## config.mk

```make
export PLATFORM = sky130hd
export DESIGN_NAME = fifo_drain_reader
export DESIGN_NICKNAME = d
export VERILOG_FILES = /design/src/rtl/fifo_drain_reader.sv
export SDC_FILE = /design/constraint.sdc
export NUM_CORES = 1
export LEC_CHECK = 0
export ABC_AREA = 1
export BUFFER_PORTS_ARGS = -buffer_cell sky130_fd_sc_hd__buf_2
export CORE_MARGIN = 5
export CORE_UTILIZATION = 55
export CTS_CLUSTER_DIAMETER = 80
export CTS_CLUSTER_SIZE = 14
export DETAILED_ROUTE_END_ITERATION = 10
export PLACE_DENSITY = 0.82
export SYNTH_ARGS = -nofsm -noshare
export SYNTH_HDL_FRONTEND = slang
export SYNTH_SLANG_ARGS = --single-unit
```

## constraint.sdc

```tcl
create_clock -name CLK -period 2.3 [get_ports CLK]
set_input_delay 0.23 -clock CLK [delete_from_list [all_inputs] [get_ports CLK]]
set_output_delay 0.23 -clock CLK [all_outputs]
set_load 0.005 [all_outputs]
```

## src/rtl/fifo_drain_reader.sv

```systemverilog
// fifo_drain_reader: drains bytes from a FIFO read port, packs them into
// 8-bit or big-endian 16-bit words and keeps a running byte count and XOR
// checksum for the current drain session.
module fifo_drain_reader #(
   parameter int RD_GAP = 1,   // idle cycles after each read pulse (1..3)
   parameter int CNT_W  = 8    // width of byte_count
) (
   input  logic             CLK,
   input  logic             RESET,
   input  logic             init,
   input  logic             BIG,
   input  logic             empty,
   input  logic [7:0]       DATA_OUT,
   output logic             read,
   output logic [15:0]      data_word,
   output logic             word_valid,
   output logic             partial,
   output logic [CNT_W-1:0] byte_count,
   output logic [7:0]       checksum,
   output logic             idle
);

   typedef enum logic [1:0] {
      ST_IDLE   = 2'd0,
      ST_ACTIVE = 2'd1,
      ST_FLUSH  = 2'd2
   } state_t;

   localparam logic [1:0] GAP_LOAD = 2'(RD_GAP);

   state_t           state_q, state_d;
   logic             read_q, read_d;
   logic [1:0]       gap_q, gap_d;
   logic             cap_q, cap_d;        // DATA_OUT holds a byte this cycle
   logic             big_q, big_d;
   logic [7:0]       half_q, half_d;      // high byte waiting for its partner
   logic             half_vld_q, half_vld_d;
   logic [15:0]      data_q, data_d;
   logic             wv_q, wv_d;
   logic             part_q, part_d;
   logic [CNT_W-1:0] cnt_q, cnt_d;
   logic [7:0]       csum_q, csum_d;
   logic             idle_q, idle_d;

   // Next-state, read scheduling, byte capture and word assembly.
   always_comb begin
      state_d    = state_q;
      read_d     = 1'b0;
      gap_d      = (gap_q != 2'd0) ? gap_q - 2'd1 : 2'd0;
      cap_d      = read_q;
      big_d      = big_q;
      half_d     = half_q;
      half_vld_d = half_vld_q;
      data_d     = data_q;
      wv_d       = 1'b0;
      part_d     = 1'b0;
      cnt_d      = cnt_q;
      csum_d     = csum_q;

      // A read issued last cycle delivers its byte now, whatever the state.
      if (cap_q) begin
         cnt_d  = cnt_q + CNT_W'(1);
         csum_d = csum_q ^ DATA_OUT;
         if (!big_q) begin
            wv_d   = 1'b1;
            data_d = {8'h00, DATA_OUT};
         end else if (!half_vld_q) begin
            half_d     = DATA_OUT;
            half_vld_d = 1'b1;
         end else begin
            wv_d       = 1'b1;
            data_d     = {half_q, DATA_OUT};
            half_vld_d = 1'b0;
         end
      end

      case (state_q)
         ST_IDLE: begin
            // Nothing is outstanding here, so a fresh session can start cleanly.
            if (init) begin
               state_d    = ST_ACTIVE;
               big_d      = BIG;
               cnt_d      = '0;
               csum_d     = 8'h00;
               half_d     = 8'h00;
               half_vld_d = 1'b0;
            end
         end
         ST_ACTIVE: begin
            if (!init) begin
               state_d = ST_FLUSH;
            end else if (!empty && !read_q && (gap_q == 2'd0)) begin
               read_d = 1'b1;
               gap_d  = GAP_LOAD;
            end
         end
         ST_FLUSH: begin
            // Leave only once the last issued read has been captured.
            if (!read_q && !cap_q) begin
               if (half_vld_q) begin
                  wv_d       = 1'b1;
                  part_d     = 1'b1;
                  data_d     = {half_q, 8'h00};
                  half_vld_d = 1'b0;
               end
               state_d = ST_IDLE;
            end
         end
         default: state_d = ST_IDLE;
      endcase

      idle_d = (state_d == ST_IDLE);
   end

   // State and datapath registers with synchronous reset.
   always_ff @(posedge CLK) begin
      if (RESET) begin
         state_q    <= ST_IDLE;
         read_q     <= 1'b0;
         gap_q      <= 2'd0;
         cap_q      <= 1'b0;
         big_q      <= 1'b0;
         half_q     <= 8'h00;
         half_vld_q <= 1'b0;
         data_q     <= 16'h0000;
         wv_q       <= 1'b0;
         part_q     <= 1'b0;
         cnt_q      <= '0;
         csum_q     <= 8'h00;
         idle_q     <= 1'b1;
      end else begin
         state_q    <= state_d;
         read_q     <= read_d;
         gap_q      <= gap_d;
         cap_q      <= cap_d;
         big_q      <= big_d;
         half_q     <= half_d;
         half_vld_q <= half_vld_d;
         data_q     <= data_d;
         wv_q       <= wv_d;
         part_q     <= part_d;
         cnt_q      <= cnt_d;
         csum_q     <= csum_d;
         idle_q     <= idle_d;
      end
   end

   assign read       = read_q;
   assign data_word  = data_q;
   assign word_valid = wv_q;
   assign partial    = part_q;
   assign byte_count = cnt_q;
   assign checksum   = csum_q;
   assign idle       = idle_q;

endmodule

```

== After elaboration in Yosys (flattened, before gate mapping) ==
Cells that the tools add are included.

* Memories: 0
* Latch bits: 0
* Input port bits: 13
* Bits in writable memories: 0
* Output and inout port bits: 36
* Flip-flop bits (word level): 51
* Bits in read-only memories: 0
* Logic and storage cells: 74

* Divide/modulo/power cells: 0
* Multiply operators: 0
* $add $sub $neg: 2
* Order comparisons: 0
* Eq/ne operators: 2
* Bitwise logic cells: 5
* Reductions and logical operators: 13
* Shifts and indexed selects: 0
* Mux-type cells: 39

{| class="wikitable"
|+ Operator list
! cell !! count
|-
| $mux W16 || 6
|-
| $mux W8 || 11
|-
| $mux W2 || 7
|-
| $mux W1 || 13
|-
| $add A8 B1 Y8 const B || 1
|-
| $xor A8 B8 Y8 || 1
|-
| $logic_not A2 Y1 || 3
|-
| $pmux W2 S3 || 1
|-
| $reduce_or A3 Y1 || 2
|-
| $not A1 Y1 || 4
|-
| $logic_and A1 B1 Y1 || 3
|-
| $logic_not A1 Y1 || 3
|-
| $eq A2 B1 Y1 const B || 1
|-
| $eq A2 B2 Y1 const B || 1
|-
| $pmux W1 S2 || 1
|-
| $reduce_and A2 Y1 || 1
|-
| $reduce_bool A2 Y1 || 1
|-
| $sub A2 B1 Y2 const B || 1
|}

== Longest topological paths before layout ==
* Depth after elaboration: 6
* Depth in mapped cells: 7
* Depth with buffers taken out: 7

== Least setup slack after synthesis ==
No wires, ideal clock.

* Path kind: register -> register
* From: register cnt_q[0] (netlist: byte_count[0])
* To: register cnt_q[6] (netlist: byte_count[6])
* Slack: 1.179 ns
* Period minus slack after synthesis: 1.121 ns
* Arrival time: 1.008 ns
* Setup time: 0.113 ns
* Required time: 2.187 ns
* Buffers on the path: 0
* Stages on the path, launching flop included: 7
* Cell sequence: dfxtp_1 ha_1 nand3_1 nor3_1 nand2_1 nand2_1 nor2_1

* Cells in the longest elaborated chain, start to end: 4

{| class="wikitable"
|+ Ends and longest elaborated chain
! item !! line !! text
|-
| start, declared || 41 || <nowiki>logic [CNT_W-1:0] cnt_q, cnt_d;</nowiki>
|-
| start signal, assigned || 142 || <nowiki>cnt_q <= cnt_d;</nowiki>
|-
| $add A8 B1 Y8 (*) || 62 || <nowiki>cnt_d = cnt_q + CNT_W'(1);</nowiki>
|-
| $mux W8 (*) || 61 || <nowiki>if (cap_q) begin</nowiki>
|-
| $mux W8 || 80 || <nowiki>if (init) begin</nowiki>
|-
| $mux W8 (*) || 77 || <nowiki>case (state_q)</nowiki>
|}

Mark *: on every way between the ends. The rest lies on a longest branch, timed or not.
A chain may end at the register's enable or synchronous reset.

== Worst setup path in the final report ==
* From: register cap_q
* To: register half_q[5]

* Cells in the longest elaborated chain, start to end: 3

{| class="wikitable"
|+ Ends and longest elaborated chain
! item !! line !! text
|-
| start, declared || 34 || <nowiki>logic cap_q, cap_d;</nowiki>
|-
| start signal, assigned || 135 || <nowiki>cap_q <= cap_d;</nowiki>
|-
| $mux W8 (*) || 61 ||
|-
| $mux W8 || 80 ||
|-
| $mux W8 (*) || 77 ||
|-
| end signal, assigned || 137 || <nowiki>half_q <= half_d;</nowiki>
|-
| end, declared || 36 || <nowiki>logic [7:0] half_q, half_d;</nowiki>
|}

Marks and branches as above.

==> reports/metrics.csv <==
metric,value,unit
status,"finished, final reports clean",
gp_congestion,0.830,
slowest_stage,dfxtp_1,
num_vias,1756,
grt_pass1_vias,1571,
finalHoldViolCount,0,
post-cts-setup-buffers,0,
grt_max_degree,18,
drive_gt1_share,21.1,%
yosys_register_bits,51,
min_period,1.58,ns
antenna_found_initial,0,
drv_cap,0,
nFillCells,302,
cts_buffer_depth,2,
htree_num_levels,2,
postSynthAreaPerCell,7.80,µm²
rsz0062_at_grt,no,
place_area,2240,µm²
avgViaCountPerCell,5.02,
hold_depth,4,
layout_commonest_cell,nand2_1,
p_leak,0.967,nW
die_h,70.2,µm
yosysUniqueCellTypes,24,
route.detailed.drc,0,
synth_compound_area_share,13.7,%
regToRegSetupSlack,0.72,ns
insertion_delay,0.37,ns
clkSinkCount,51,
ff_latch_area,1020,µm²
power_density,629,nW/µm²
io_buffer_count,48,
synth_xor_area_share,0,%
yosys.area_share.simple,26.0,%
yosysTopAreaCellShare,51.2,%
synthAdderAreaFrac,1.25,%
grt_use_total,17.8,%
grt_overflow,0,
vdd_drop_max,0.517,mV
dieArea,4930,µm²
grt_pass1_wl,7.10,mm
final_nets,319,
clock-skew-final,0.00976,ns
start_util,58.4,%
hold_buffers,0,
wl_per_cell,11.7,µm
syn_area,2000,µm²
cp.required,2.55,ns
ant_nets,0,
insertedDiodeCount,0,
mostFrequentLayoutCells,"nand2_1, dfxtp_1, buf_2, a21oi_1, nor2_1",
syn_to_final_growth,15.6,%
rows,21,
path_clk_slew,0.13,ns
cts_buffers,5,
synth_top_family_by_area,simple AND/OR/NAND/NOR gates,
drt_iter0_markers,143,
cts_resized,0,
fmax,631,MHz
critPathKind,flop to flop,
seq_area_frac_synth,51.2,%
worst-r2r-cell-count,3,
core,3420,µm²
post-route-period-util,68.9,%
synthesis.nets,271,
critPathMaxStageDelay,0.66,ns
post-dp-hpwl,3.15,mm
slew_viol_final,0,
drt_first_pass_iters,4,
cts-root-buf,clkbuf_4,
yosys_warnings,0,
synthTopCellsByArea,"dfxtp_1, nand2_1, a21oi_1, nor2_1, o21ai_0",
hold_class,input port to flop,
tightest_slew,0.507,ns
critical_path_arrival,1.83,ns
multiInputGateArea,816,µm²
die_x,70.2,µm
worst_setup_path_start_kind,flop,
cp-end-kind,flop,
cp_max_fo,17,
finalWirelength,4.10,mm
syn_inst,256,
max_slew_margin,66.2,%
pin_count,49,
synthMuxAreaShare,0,%
finalInstanceArea,2310,µm²
crit_chain,nand3_1 -> o21ai_0 -> a21oi_1,
setup_tns,0,ns
setup_viol,0,
synth_top_cell_by_area,dfxtp_1,
cts_tree,done,
-- final timing paths --
check | from | end
hold reg to reg | half_q[6] | half_q[6]
setup reg to reg | cap_q | half_q[5]
hold / removal | empty | read
setup / recovery | cap_q | half_q[5]
-- Yosys cell counts --
library cell   n
a211oi_1       1
a21oi_1       32
buf_2          4
buf_4          2
buf_6          2
buf_8          1
dfxtp_1       51
ha_1           2
inv_1         23
nand2_1       52
nand2_2        1
nand2_4        1
nand3_1       10
nand3_2        1
nand3b_1       1
nand4_1        2
nor2_1        30
nor3_1        11
nor3b_1        1
o21ai_0       18
o22ai_1        1
o32ai_1        1
or2_0          3
or2_2          5
-- cells by family (layout without fill, tap and decap cells) --
family          after synthesis  count (layout)
simple gates                118             118
compound gates               53              53
buf+inv                      32              80
fa+ha+maj                     2               2
flops                        51              51
-- routing by layer --
layer | up-vias | global-route usage, % | wire length, µm
met5 | - | 0 | 0
met4 | 0 | 6.38 | 70
met3 | 6 | 6.60 | 315
met2 | 51 | 27.8 | 1870
met1 | 774 | 22.4 | 1840
li1 | 925 | - | -
-- where the power goes --
group / internal [mW] / switching, mW / leakage (nW)
logic: 0.0243 / 0.0473 / 0.517
registers: 0.891 / 0.00663 / 0.412
clock network: 0.224 / 0.258 / 0.0383
total: 1.14 / 0.312 / 0.967
-- critical path, delay by kind of cell (launching register included) --
family           cells  cell delay (ns)
AND/OR/NAND/NOR      1             0.44
AO/OA/AOI/OAI        2             0.37
flip-flops           1             0.66
-- metrics by stage --
stage | setup slack [ns] | std cells | util [%] | hold slack (ns) | total power [mW]
after floorplan | 1.18 | 256 | - | 0.393 | 0.960
after global placement | 0.791 | 343 | 65.5 | 0.433 | 0.987
after detailed placement | 0.711 | 343 | 65.5 | 0.439 | 0.989
after CTS | 0.701 | 350 | 67.5 | 0.112 | 1.47
after global routing | 0.435 | 350 | 67.5 | 0.121 | 1.52
final | 0.716 | 350 | 67.5 | 0.129 | 1.45
-- state kept, by name, summed over array words and instances, names as in the netlist --
signal / count
state_q: 2
checksum: 8
idle: 1
partial: 1
word_valid: 1
half_q: 8
byte_count: 8
half_vld_q: 1
read: 1
gap_q: 2
big_q: 1
cap_q: 1
data_word: 16
-- final cells by class --
class | count | area share [%]
well taps | 46 | 2.49
flip-flops and latches | 51 | 44.3
multi-input cells | 173 | 35.4
repair buffers | 50 | 11.1
clock buffers | 6 | 1.79
inverters | 23 | 3.74
clock inverters | 1 | 1.30
(Power assumes the default switching activity.)
